## src/rtl/regfile_dump.sv

```systemverilog
// regfile_dump: walks the register file read port and streams each register as an address+data byte record, then 0xFF
module regfile_dump #(
  parameter int NUM_REGS = 32,
  parameter int ADDR_W   = 5,
  parameter int DATA_W   = 32
) (
  input  logic              clk_i,
  input  logic              rst_ni,
  input  logic              start_i,
  input  logic              skip_zero_i,
  output logic [ADDR_W-1:0] rf_addr_o,
  input  logic [DATA_W-1:0] rf_data_i,
  output logic [7:0]        tx_data_o,
  output logic              tx_valid_o,
  input  logic              tx_ready_i,
  output logic              busy_o,
  output logic              done_o,
  output logic [5:0]        rec_cnt_o
);
  localparam int NB = DATA_W / 8;
  typedef enum logic [1:0] {IDLE, READ, SEND, TERM} state_t;
  state_t            state;
  logic [ADDR_W-1:0] idx;
  logic [DATA_W-1:0] data;
  logic [3:0]        bidx;
  logic              skip;
  logic              last;
  assign last       = idx == ADDR_W'(NUM_REGS - 1);
  assign rf_addr_o  = idx;
  assign busy_o     = state != IDLE;
  assign tx_valid_o = state == SEND || state == TERM;
  always_comb
    tx_data_o = state == TERM ? 8'hFF :
                state != SEND ? 8'h00 :
                bidx == 4'd0  ? 8'(idx) : data[7:0];
  // data is shifted down after each data byte so the next byte always sits in data[7:0]
  always_ff @(posedge clk_i) begin
    if (!rst_ni) begin
      state     <= IDLE;
      idx       <= '0;
      data      <= '0;
      bidx      <= '0;
      skip      <= 1'b0;
      done_o    <= 1'b0;
      rec_cnt_o <= '0;
    end else begin
      done_o <= 1'b0;
      case (state)
        IDLE: if (start_i) begin
          state     <= READ;
          idx       <= '0;
          skip      <= skip_zero_i;
          rec_cnt_o <= '0;
        end
        READ: begin
          data <= rf_data_i;
          bidx <= '0;
          if (skip && rf_data_i == '0) begin
            if (last) state <= TERM;
            else idx <= idx + 1'b1;
          end else state <= SEND;
        end
        SEND: if (tx_ready_i) begin
          if (bidx != 4'd0) data <= data >> 8;
          if (bidx == 4'(NB)) begin
            rec_cnt_o <= rec_cnt_o + 6'd1;
            if (last) state <= TERM;
            else begin
              state <= READ;
              idx   <= idx + 1'b1;
            end
          end else bidx <= bidx + 4'd1;
        end
        TERM: if (tx_ready_i) begin
          state  <= IDLE;
          done_o <= 1'b1;
        end
      endcase
    end
  end
endmodule
```

## config.mk

```make
export PLATFORM = sky130hd
export DESIGN_NAME = regfile_dump
export DESIGN_NICKNAME = d
export VERILOG_FILES = /design/src/rtl/regfile_dump.sv
export SDC_FILE = /design/constraint.sdc
export NUM_CORES = 1
export LEC_CHECK = 0
export CAP_MARGIN = 20
export CORE_MARGIN = 2
export CORE_UTILIZATION = 42
export DETAILED_ROUTE_END_ITERATION = 12
export DONT_BUFFER_PORTS = 1
export HOLD_SLACK_MARGIN = 0.06
export PLACE_DENSITY = 0.66
export SETUP_SLACK_MARGIN = 0.15
export SYNTH_ARGS = -nofsm -noshare
export SYNTH_HDL_FRONTEND = slang
export SYNTH_SLANG_ARGS = --single-unit
```

## constraint.sdc

```tcl
create_clock -name clk_i -period 4.3 [get_ports clk_i]
set_input_delay 0.86 -clock clk_i [delete_from_list [all_inputs] [get_ports clk_i]]
set_output_delay 0.86 -clock clk_i [all_outputs]
set_load 0.01 [all_outputs]
```

Word level (Yosys, flattened, before mapping)
Cells that the tools add are included.
{"block": "totals", "out_inout_bits": 22, "register_bits": 51, "wordCells": 69, "input_bits": 37}
{"block": "classes", "mux": 28, "n_eq_ne": 14, "reduce_logical": 17, "addsub": 3}
{"cell": "32-bit two-way mux", "n": 2}
{"cell": "32-bit case mux with 2 select lines", "n": 1}
{"cell": "32-bit logical NOT", "n": 1}
{"cell": "5-bit two-way mux", "n": 5}
{"cell": "8-bit two-way mux", "n": 3}
{"cell": "6-bit two-way mux", "n": 3}
{"cell": "5-bit case mux with 3 select lines", "n": 1}
{"cell": "2-bit two-way mux", "n": 7}
{"cell": "2-bit inequality test (second input constant)", "n": 6}
{"cell": "6-bit case mux with 2 select lines", "n": 1}
{"cell": "5-bit AND reduction", "n": 2}
{"cell": "4-bit two-way mux", "n": 2}
{"cell": "2-bit case mux with 4 select lines", "n": 1}
{"cell": "4-bit case mux with 2 select lines", "n": 1}
{"cell": "6-bit by 1-bit adder with 6-bit output (second input constant)", "n": 1}
{"cell": "3-bit AND reduction", "n": 2}
{"cell": "2-bit nonzero test", "n": 3}
{"cell": "5-bit by 1-bit adder with 5-bit output (second input constant)", "n": 1}
{"cell": "5-bit == test (second input constant)", "n": 1}
{"cell": "4-bit by 1-bit adder with 4-bit output (second input constant)", "n": 1}
{"cell": "2-bit == test (second input constant)", "n": 2}
{"cell": "4-bit by 3-bit == test with 1-bit output (second input constant)", "n": 1}
{"cell": "4-bit logical NOT", "n": 1}
{"cell": "2-bit by 1-bit inequality test with 1-bit output (second input constant)", "n": 2}
{"cell": "10 further kinds", "n": 11}

Logic depth before layout (Yosys ltp)
{"block": "depth", "depth_word": 5, "ltp_mapped": 8, "mapped_depth_nobuf": 7}

Least setup slack after synthesis
OpenSTA, ideal clock, no wires.
{"block": "synth_timing", "path_type": "register -> output", "from": "reg state[0]", "to": "out tx_valid_o", "path_slack_ps": 1939, "required_time_ps": 3440, "n_path_buf": 3, "arrival_time_ps": 1501, "stages_incl_launch_ff": 7, "path_cell_list": "dfxtp_1 -> inv_1 -> ha_1 -> buf_2 -> buf_2 -> clkbuf_1 -> or2_2"}
{"block": "synth_via", "elab_chain_len": 2, "elab_cells_between_ends": 3, "classes_between": "eq/ne (2); reduce/logical (1)"}
{"element": "start: declaration", "line_no": "22", "text": "state_t state;"}
{"element": "start signal: assignment", "line_no": "39", "text": "state <= IDLE;"}
{"element": "start signal: assignment", "line_no": "50", "text": "state <= READ;"}
{"element": "start signal: assignment", "line_no": "59", "text": "if (last) state <= TERM;"}
{"element": "2-bit == test", "line_no": "31", "text": "assign tx_valid_o = state == SEND || state == TERM;"}
{"element": "1-bit logical OR *", "line_no": "31"}
{"element": "end: declaration", "line_no": "14", "text": "output logic tx_valid_o,"}
Every way passes the cells marked *; elsewhere a longest branch is shown, timed or not.

Worst setup path after layout
{"block": "layout_timing", "from": "reg bidx[0]", "to": "out tx_data_o[1]"}
{"block": "layout_via", "elab_chain_len": 4}
{"element": "start: declaration", "line_no": "25", "text": "logic [3:0] bidx;"}
{"element": "start signal: assignment", "line_no": "72", "text": "end else bidx <= bidx + 4'd1;"}
{"element": "4-bit logical NOT", "line_no": "35", "text": "bidx == 4'd0 ? 8'(idx) : data[7:0];"}
{"element": "8-bit two-way mux", "line_no": "35"}
{"element": "8-bit two-way mux", "line_no": "34", "text": "state != SEND ? 8'h00 :"}
{"element": "8-bit two-way mux", "line_no": "33", "text": "tx_data_o = state == TERM ? 8'hFF :"}
{"element": "end: declaration", "line_no": "13", "text": "output logic [7:0] tx_data_o,"}
Every way passes these cells.

==> impl_metrics.py <==
metrics = {
    "placed_design": {
        "dp.cells": 360,
        "place.detailed.hpwl_um": 4422,
        "place_area_um2": 2754,
        "numPortBuffers": 0,
        "place_congestion": 0.7737,
        "place_ws_ps": 1848,
    },
    "final_layout": {
        "fillers": 638,
        "fin_area_um2": 2865,
        "area_delta_synth_final_pct": 5.287,
        "nets": 336,
        "fin_cells": 368,
        "drive_above_1_share": 0.06873,
        "antenna_cells": 0,
    },
    "pwr": {
        "power.density_nw_per_um2": 567.9,
        "leakagePower_nw": 1.299,
        "peakVddDrop_v": 0.0003029,
    },
    "drt": {
        "dr.pass1.iters": 4,
        "ant_nets": 0,
        "drt_iter0_markers": 120,
        "routed-via-count": 2117,
        "wl_um": 6071,
        "drc": 0,
        "wl_per_cell_um": 16.50,
        "viasPerCell": 5.753,
    },
    "grt": {
        "grt_pass1_vias": 2118,
        "grt_antenna_before_repair": 0,
        "grt_max_degree": 55,
        "grt_pass1_wl_um": 10290,
        "overflow": 0,
        "grt_usage": 0.1751,
    },
    "clock_tree": {
        "cts_root_buf": "clkbuf_8",
        "clock-sinks": 51,
        "clk_latency_ps": 300,
        "cts_made_buffers": 5,
        "cts_buffer_depth": 2,
        "cts.htree.levels": 2,
        "hold_buffers": 0,
        "postCtsSetupRepairBufs": 0,
        "cts_tree": "done",
        "postCtsResizedCells": 0,
        "clkTransAtPathRegs_ps": 100,
    },
    "timing": {
        "post-route-period-util": 0.6364,
        "rsz0062_at_grt": "no",
        "skew_ps": 9.126,
        "hold_viol": 0,
        "final-setup-viol-count": 0,
        "setup_tns_ps": 0,
        "setup_slack_ps": 1563,
        "maxSlewViolCount": 0,
        "maxSlewHeadroom": 0.4288,
        "max_freq_mhz": 365.4,
        "worst_slew_pin_slew_ps": 855.0,
        "min_period_ps": 2737,
    },
    "yosys": {
        "netlist_instances": 301,
        "synth_area_um2": 2721,
        "syn_avg_cell_area_um2": 9.041,
        "ys_types": 41,
        "synth-edff-count": 0,
        "syn-num-nets": 347,
        "async_flop_share": 0,
        "netlist.area_leader.share": 0.3752,
        "synthTopCellsByArea": "dfxtp_1 (38%), mux2i_1 (10%), o211a_1 (8.8%)",
        "yosys.area.top_type": "dfxtp_1",
        "synth_flop_cell": "dfxtp_1",
        "ys_seq_elements": 51,
        "yosysSeqAreaShare": 0.3752,
        "ys_warn_count": 0,
    },
    "flow_run": {
        "maxCapViolations": 0,
    },
    "floorplan": {
        "die_w_um": 84.50,
        "core.rowCount": 29,
        "start_util": 0.4310,
        "die_area_um2": 7139,
        "die_h_um": 84.50,
        "ioPinCount": 59,
        "core_area_um2": 6314,
    },
    "worst_setup_path": {
        "critPathKind": "reg -> out",
        "reg2reg_to": "data[3]",
        "r2r_slack_ps": 2070,
        "endpoint_kind": "output pin",
        "cp-start-kind": "flip-flop",
        "cp-startpoint": "bidx[0]",
        "r2r_start": "state[0]",
        "critPathMaxFanout": 9,
        "required_ps": 3440,
        "r2r_cells": 7,
        "arrival_ps": 1880,
    },
    "status": {
        "status": "complete, no violations",
    },
    "worst_hold_path": {
        "holdPathEnd": "data[13]",
        "min_path_cells": 1,
        "holdCritStartpoint": "data[13]",
        "hp-class": "reg -> reg",
    },
}
==> final cells by class <==
type | count | area (um^2) | area share
Clock buffer | 6 | 72.57 | 0.02533
Clock inverter | 2 | 38.79 | 0.01354
Inverter | 5 | 18.77 | 0.006550
Multi-Input combinational cell | 225 | 1603 | 0.5594
Sequential cell | 51 | 1021 | 0.3563
Tap cell | 77 | 96.34 | 0.03362
Timing Repair Buffer | 2 | 15.01 | 0.005240
==> state kept, by name, summed over array words and instances (netlist names) <==
name / count
bidx: 4
data: 32
done_o: 1
rec_cnt_o: 6
rf_addr_o: 5
skip: 1
state: 2
==> logic make-up (layout without fill, tap and decap cells) <==
logic type                 Yosys count  in the layout  synth area share
adders and majority gates            9              9           0.04138
and+or+nand+nor                    122            122            0.2248
AOI/OAI and AO/OA                   60             60            0.1982
buffers and inverters               25             15           0.03816
xor gates and xnor gates             6              6           0.01931
DFF                                 51             51            0.3752
muxes                               28             28            0.1030
==> routing by layer <==
metal	track usage	share of wire	routed length [um]
met5	0	0	0
met1	0.2401	0.47	2827
met4	0.04329	0.013	80
met2	0.2706	0.44	2700
met3	0.05310	0.076	463
==> cell usage in the layout (no fill, tap or decap), types with 2 or more instances in the layout <==
| cell type | synthesis | layout |
|---|---|---|
| nor4_1 | 8 | 8 |
| inv_1 | 5 | 5 |
| xor2_1 | 6 | 6 |
| nand4_1 | 4 | 4 |
| nor3_1 | 4 | 4 |
| and3_1 | 3 | 3 |
| nand2_1 | 56 | 56 |
| o21ai_0 | 3 | 3 |
| o32ai_1 | 2 | 2 |
| a211oi_1 | 2 | 2 |
| nor2b_1 | 14 | 14 |
| nor2_1 | 9 | 9 |
| mux2i_1 | 28 | 28 |
| and2_1 | 3 | 3 |
| o211a_1 | 24 | 24 |
| ha_1 | 9 | 8 |
| nand3b_1 | 3 | 3 |
| nand3_1 | 8 | 8 |
| clkbuf_8 | 0 | 5 |
| a22oi_1 | 8 | 8 |
| a21boi_0 | 2 | 2 |
| dfxtp_1 | 51 | 51 |
| nand4b_1 | 2 | 2 |
| buf_4 | 0 | 2 |
| nand2b_1 | 4 | 4 |
| a31o_2 | 3 | 3 |
| a21o_1 | 5 | 5 |
| a21oi_1 | 2 | 2 |
==> critical path, stage by stage (launching register included) <==
cell,delay [ps]
dfxtp_1,350
inv_1,70
ha_1,200
or3b_1,540
nand2_1,150
nand2_1,60
a21o_1,200
==> power by group <==
group | switching (mW) | internal (mW)
sequential | 0.0798 | 0.591
combinational | 0.360 | 0.258
clock | 0.163 | 0.176
==> Yosys cell counts (8+ instances only) <==
library cell   n
ha_1           9
buf_2          8
clkbuf_1      12
nor2_1         9
a22oi_1        8
nor2b_1       14
mux2i_1       28
nand3_1        8
o211a_1       24
nor4_1         8
dfxtp_1       51
nand2_1       56
==> stage by stage <==
stage | utilization | hold WS (ps) | power, mW
after floorplan | - | 438.6 | 1.188
after global placement | 0.4362 | 479.4 | 1.293
after detailed placement | 0.4362 | 489.8 | 1.303
after CTS | 0.4538 | 510.4 | 1.647
after global routing | 0.4538 | 526.9 | 1.751
final | 0.4538 | 509.8 | 1.627
==> worst max path at each step <==
| stage | endpoint | slack [ps] | depth (start not counted) |
|---|---|---|---|
| after floorplan | tx_valid_o | 1940 | 6 |
| after global placement | state[1] | 1840 | 5 |
| after detailed placement | rf_addr_o[3] | 1850 | 5 |
| after CTS | tx_data_o[1] | 1540 | 6 |
| after global routing | tx_data_o[2] | 1410 | 6 |
| final | tx_data_o[1] | 1560 | 6 |
No activity file was read; power rests on OpenSTA's default activity.
